### src/rtl/aes_key_pkg.sv
// rtl/aes_key_pkg.sv - shared types and helpers for the round key XOR engine
// Provides: round_idx_t, fsm_state_t, layout_t, beats(), byte_of().
package aes_key_pkg;

  localparam int NR_MAX = 14;

  typedef logic [$clog2(NR_MAX+1)-1:0] round_idx_t;

  typedef enum logic [1:0] {IDLE, RUN, DONE} fsm_state_t;

  typedef enum logic {DIRECT, XPOSE} layout_t;

  // Number of RUN cycles needed to cover the four 32-bit words.
  function automatic int beats(input int lanes);
    return 4 / lanes;
  endfunction

  // State byte k occupies bits [8k+7:8k].
  function automatic logic [7:0] byte_of(input logic [127:0] s, input int k);
    return s[8*k +: 8];
  endfunction

endpackage

### src/rtl/round_key_store.sv
// rtl/round_key_store.sv - NR+1 x 128-bit round key register array
// Ports: CLK, RESET (sync, active-high, clears all slots);
//        we/waddr/wdata write port (addresses above NR ignored);
//        raddr/rdata combinational read (addresses above NR read as zero).
module round_key_store #(
  parameter int NR = 10,
  parameter int AW = $clog2(NR+1)
) (
  input  logic          CLK,
  input  logic          RESET,
  input  logic          we,
  input  logic [AW-1:0] waddr,
  input  logic [127:0]  wdata,
  input  logic [AW-1:0] raddr,
  output logic [127:0]  rdata
);

  logic [127:0] mem [NR+1];

  always_ff @(posedge CLK) begin
    if (RESET) begin
      for (int i = 0; i <= NR; i++) begin
        mem[i] <= '0;
      end
    end else if (we && (waddr <= AW'(NR))) begin
      mem[waddr] <= wdata;
    end
  end

  assign rdata = (raddr <= AW'(NR)) ? mem[raddr] : '0;

endmodule

### src/rtl/round_key_xor_engine.sv
// rtl/round_key_xor_engine.sv - sequential AddRoundKey stage with internal key schedule
// Ports: CLK, RESET (sync, active-high); key_we/key_waddr/key_wdata key store write;
//        in_valid/in_ready/in_state/in_round/in_inv/in_xpose request;
//        out_valid/out_ready/out_state/out_err result; busy (FSM not idle).
module round_key_xor_engine
  import aes_key_pkg::*;
#(
  parameter int NR    = 10,
  parameter int LANES = 1
) (
  input  logic                      CLK,
  input  logic                      RESET,
  input  logic                      key_we,
  input  logic [$clog2(NR+1)-1:0]   key_waddr,
  input  logic [127:0]              key_wdata,
  input  logic                      in_valid,
  output logic                      in_ready,
  input  logic [127:0]              in_state,
  input  logic [$clog2(NR+1)-1:0]   in_round,
  input  logic                      in_inv,
  input  logic                      in_xpose,
  output logic                      out_valid,
  input  logic                      out_ready,
  output logic [127:0]              out_state,
  output logic                      out_err,
  output logic                      busy
);

  localparam int AW    = $clog2(NR+1);
  localparam int BEATS = beats(LANES);

  fsm_state_t   state_q;
  logic [127:0] work_q;
  logic [127:0] work_next;
  logic [127:0] key_q;
  logic         err_q;
  layout_t      layout_q;
  logic [1:0]   beat_q;

  logic          req_err;
  logic [AW-1:0] slot;
  logic [127:0]  rdata;
  logic [127:0]  key_sel;

  // Out-of-range rounds are flagged in both modes; the inverse subtraction is
  // only meaningful when in_round <= NR, so the zero key covers the rest.
  assign req_err = (in_round > AW'(NR));
  assign slot    = in_inv ? (AW'(NR) - in_round) : in_round;
  assign key_sel = req_err ? '0 : rdata;

  round_key_store #(.NR(NR), .AW(AW)) u_store (
    .CLK   (CLK),
    .RESET (RESET),
    .we    (key_we),
    .waddr (key_waddr),
    .wdata (key_wdata),
    .raddr (slot),
    .rdata (rdata)
  );

  // Word w is handled on beat w/LANES. Transposed layout scatters key byte j
  // of word w (j=0 is the word MSB) onto state byte 4j+w.
  always_comb begin
    work_next = work_q;
    for (int w = 0; w < 4; w++) begin
      if ((w / LANES) == int'(beat_q)) begin
        if (layout_q == DIRECT) begin
          work_next[32*w +: 32] = work_q[32*w +: 32] ^ key_q[32*w +: 32];
        end else begin
          for (int j = 0; j < 4; j++) begin
            work_next[8*(4*j+w) +: 8] = byte_of(work_q, 4*j+w) ^ byte_of(key_q, 4*w+3-j);
          end
        end
      end
    end
  end

  always_ff @(posedge CLK) begin
    if (RESET) begin
      state_q  <= IDLE;
      work_q   <= '0;
      key_q    <= '0;
      err_q    <= 1'b0;
      layout_q <= DIRECT;
      beat_q   <= '0;
    end else begin
      case (state_q)
        IDLE: begin
          if (in_valid) begin
            work_q   <= in_state;
            key_q    <= key_sel;
            err_q    <= req_err;
            layout_q <= in_xpose ? XPOSE : DIRECT;
            beat_q   <= '0;
            state_q  <= RUN;
          end
        end
        RUN: begin
          work_q <= work_next;
          if (beat_q == 2'(BEATS-1)) begin
            state_q <= DONE;
          end else begin
            beat_q <= beat_q + 2'd1;
          end
        end
        DONE: begin
          if (out_ready) begin
            state_q <= IDLE;
          end
        end
        default: state_q <= IDLE;
      endcase
    end
  end

  assign in_ready  = (state_q == IDLE);
  assign out_valid = (state_q == DONE);
  assign busy      = (state_q != IDLE);
  assign out_state = work_q;
  assign out_err   = err_q;

endmodule

### config.mk
export PLATFORM = sky130hd
export DESIGN_NAME = round_key_xor_engine
export DESIGN_NICKNAME = d
export VERILOG_FILES = /design/src/rtl/aes_key_pkg.sv /design/src/rtl/round_key_store.sv /design/src/rtl/round_key_xor_engine.sv
export SDC_FILE = /design/constraint.sdc
export NUM_CORES = 2
export LEC_CHECK = 0
export ABC_AREA = 1
export ABC_CLOCK_PERIOD_IN_PS = 14600
export CORE_UTILIZATION = 50
export DETAILED_ROUTE_END_ITERATION = 16
export PLACE_DENSITY_LB_ADDON = 0.3
export SKIP_LAST_GASP = 1
export SYNTH_ARGS = -nofsm -noshare
export SYNTH_HDL_FRONTEND = slang
export SYNTH_SLANG_ARGS = --single-unit
### constraint.sdc
create_clock -name CLK -period 14.6 [get_ports CLK]
set_input_delay 1.46 -clock CLK [delete_from_list [all_inputs] [get_ports CLK]]
set_output_delay 1.46 -clock CLK [all_outputs]
set_load 0.005 [all_outputs]
* Yosys cells after proc, flatten, opt, wreduce, memory -nomap -nowiden
Memories as Yosys holds them, arrays and structs flattened. Cells that the tools add are included.
Operators by class: reductions and logical operators 14, muxes and demuxes 57, order comparisons 3, add/sub/neg operators 2, equal/unequal tests 14, bitwise gates (word level) 20
Operators with widths (number):
- 2-to-1 mux 128 bit | 4
- case mux 128 bit (2 select lines) | 1
- 2-to-1 mux 8 bit | 28
- OR reduction 128 bit | 1
- XOR 32 bit | 4
- XOR 8 bit | 16
- 2-to-1 mux 40 bit | 2
- 2-to-1 mux 32 bit | 2
- 2-to-1 mux 24 bit | 2
- 2-to-1 mux 16 bit | 2
- AND reduction 3 bit | 6
- inequality test 2 bit (second input constant) | 7
- 2-to-1 mux 2 bit | 5
- <= comparator 4 bit (second input constant) | 2
- 2-to-1 mux 4 bit | 2
- 2-to-1 mux 1 bit | 7
- case mux 2 bit (3 select lines) | 1
- == test 2 bit (first input constant) | 2
- == test 2 bit (second input constant) | 2
- greater-than comparator 4 bit (second input constant) | 1
- logical NOT 2 bit | 2
- case mux 2 bit (2 select lines) | 1
- AND reduction 2 bit | 2
- nonzero test 2 bit | 2
- 6 further kinds | 6
Word-level totals: output and inout bits 132, register bits 262, RAM bits 1408, input port bits 271, memories 1
Memories:
- u_store.mem | words 11, bits a word 128, rd ports 1, clocked after memory_dff 0, write ports 11, RTL line round_key_store.sv:18 | logic [127:0] mem [NR+1];

* Longest topological paths before layout
depth in word-level cells 8, gate-level depth with buffers 13

* Modules after synthesis
A second synthesis with hierarchy kept.
Second synthesis, totals: cell total of the unflattened synthesis 8488, area total of the unflattened synthesis 76508.4 µm²
Modules (own cells, without submodules):
- round_key_store | area an instance 61701.7 µm², cells each 6170, times used 1
- round_key_xor_engine | area an instance 14806.7 µm², cells each 2318, times used 1

* Worst setup path after synthesis
No wires, ideal clock.
kind input to register, start point input port key_waddr[1], end point memory u_store.mem[0][0], enable pin, arrival 5381 ps, cell stages on the path 11, slack 8727 ps, data required time 14108 ps, cells stage by stage nand2_1 inv_2 o21ai_2 nand3_4 inv_2 nand2_2 nor2_2 nand3_1 buf_2 buf_2 nand2_1
RTL lines:
- start, declared | RTL line round_key_xor_engine.sv:14 | input logic [$clog2(NR+1)-1:0] key_waddr,
- end, declared | RTL line round_key_store.sv:18

==> qor.txt <==
DRC: 0
Fin. max-slew vios: 0
Clk_lat worst skew: 0.84 ns
Nets: 9815
Initial antenna violation count: 18
Initial Utilization: 50.5%
Inserted Clock Buffers: 175
Final period util: 44.7%
Final setup margin: 8.07 ns
I/O Buffers: 402
H-Tree Depth: 4
Actual slew at the worst max-slew pin: 1.37 ns
Design Power: 0.0115 W
CP startpoint kind: input port
WL met1: 106000 um
Fin crit period: 6.53 ns
Area occupied by multi-input gates: 28100 um^2
Status: completed
Via Count: 68600
Core Area: 159000 um^2
Dpl hpwl: 168000 um
RD Place Congestion: 0.907
Chip width: 402 um
Clock Skews: 0.0353 ns
Area delta synth->final: 13.4%
Number of synthesized register bits: 1670
Most common cell after layout, fill and taps aside: nand2_1
Clk pin slew, worst setup/hold paths: 0.06 ns
TNS Setup: 0 ns
Register Area: 46200 um^2
Worst rel slew slack: 7.65%
Filler Cells Inserted: 13800
Cell count of the worst reg-to-reg path: 9
Max rail drop VDD: 0.0996 mV
ANT nets after route: 0
Cells on Worst Hold Path: 2
GRT Total Usage: 35.1%
CTS tree: done
Dpl ws: 7.40 ns
FP Rows: 146
First-pass GRT wire length: 422000 um
# IOs: 403
CTS max path bufs: 3
Pwr dens: 127 nW/um^2
Max Freq: 0.153 GHz
Iter 0 DRT Violations: 9929
Post-CTS sizing: 0
Kind of path behind the tightest hold check: register to register
RSZ-0062 raised after global routing: no
Die Ht: 402 um
Max-cap violations: 0
Grt ovf: 0
Hold Vio Cnt, Final: 0
Critical path data arrival time: 6.98 ns
Pin count of the biggest net entering global routing: 213
Setup crit end kind: register
DRT Wirelength: 291000 um
Vias in the first global route: 64600
Top fanout value on the critical path: 78
WP data required: 15.05 ns
DIE AREA: 162000 um^2
Worst hold slack: 0.472 ns
Final setup viols: 0
Met3 wire length: 39700 um
Wire length per cell: 24.7 um
Static Leak: 35.8 nW
Highest Signal Layer: met5
YS warnings: 0
Cell count after synthesis: 9540
Mean Syn Cell Area: 8.40 um^2
Kind of critical path: input port to register
Met2 Wirelength: 126000 um
Hold buffer count at cts: 0
Most frequent cells in the layout: 2497 x nand2_1, 2010 x nor2_1, 1280 x edfxtp_1
Cell Area, Synth: 80100 um^2
Drt pass-1 iters: 9
Cell variety after synth: 38
Net count after synthesis: 9816
CTS sink count: 1670
Register area share after synthesis: 57.7%
CTS root buffer: clkbuf_16
Layout cells sized above 1: 6.81%
Post-CTS Setup Inserts: 0
Vias per inst: 5.83
layer usage:
metal | global-route usage (%) | vias to the layer above
met4 | 20.4 | 20
met1 | 44.5 | 32500
met3 | 10.8 | 868
li1 | - | 30600
met2 | 53.2 | 4702
met5 | 0 | -
cell usage after synthesis (all sizes together):
cell type	number	share of area [%]
clkinv	78	0.37
a21oi	319	2.0
nand4	129	1.0
edfxtp	1280	48
o21ai	453	2.8
xnor2	51	0.56
a21o	31	0.29
o221ai	8	0.087
o22ai	16	0.12
nor2	2019	9.5
buf	235	1.4
o211ai	268	2.5
nor3	3	0.019
a211oi	1	0.0094
or2	254	2.0
mux2i	1	0.012
nand2	2521	12
clkbuf	444	2.1
xor2	39	0.43
nand3b	7	0.066
ha	5	0.078
inv	794	3.7
o21bai	15	0.14
a31oi	56	0.44
dfxtp	390	9.7
nand3	112	0.72
a41o	1	0.012
a22oi	10	0.094
flip-flops by register name, indices dropped and copies added, names as in the netlist:
| register | count |
|---|---|
| beat_q | 2 |
| key_q | 128 |
| state_q | 2 |
| layout_q | 1 |
| out_err | 1 |
| u_store.mem | 1408 |
| out_state | 128 |
final cells by class:
| class | count | share of cell area, % |
|---|---|---|
| flip-flops and latches | 1670 | 50.9 |
| multi-input cells | 6319 | 30.9 |
| clock buffers | 239 | 5.36 |
| repair buffers | 501 | 5.35 |
| inverters | 872 | 3.63 |
| well taps | 2072 | 2.85 |
| clock inverters | 91 | 0.989 |
| diodes | 6 | 0.0165 |
through the flow:
stage	cell area (um^2)	util [%]	std cells
2_1_floorplan	80100	-	9540
6_report	90900	57.2	11800
3_5_place_dp	85100	53.6	11400
5_1_grt	90900	57.2	11800
4_1_cts	90900	57.2	11800
3_3_place_gp	85100	53.6	11400
worst max-delay path, cell delays in order:
cell,delay [ns]
clkbuf_8,0.36
inv_6,0.79
nand3_4,0.11
buf_4,0.44
nor2_4,0.39
nand3_4,0.62
nand2_4,0.72
buf_4,0.99
buf_4,0.92
final timing paths:
path / from / endpoint / slack, ns
hold reg to reg: key_q[57] / key_q[57] / 0.47
setup reg to reg: state_q[1] / key_q[100] / 10.50
hold / removal: key_q[57] / key_q[57] / 0.47
setup / recovery: RESET / u_store.mem[4][28] / 8.07
power by group:
part	switching, W	internal, W	leakage, nW
logic	0.00101	0.000450	17.6
clock network	0.00196	0.00259	2.81
registers	0.000153	0.00538	15.4
total	0.00312	0.00843	35.8
kinds of logic after synthesis:
| kind of cell | synth area share [%] |
|---|---|
| buffers and inverters | 7.57 |
| AND/OR/NAND/NOR | 25.1 |
| flip-flops | 57.7 |
| multiplexers | 0.0125 |
| XOR/XNOR | 0.984 |
| AO/OA/AOI/OAI | 8.54 |
| adder cells (fa/ha/maj) | 0.0781 |
No activity file was read; power rests on OpenSTA's default activity.
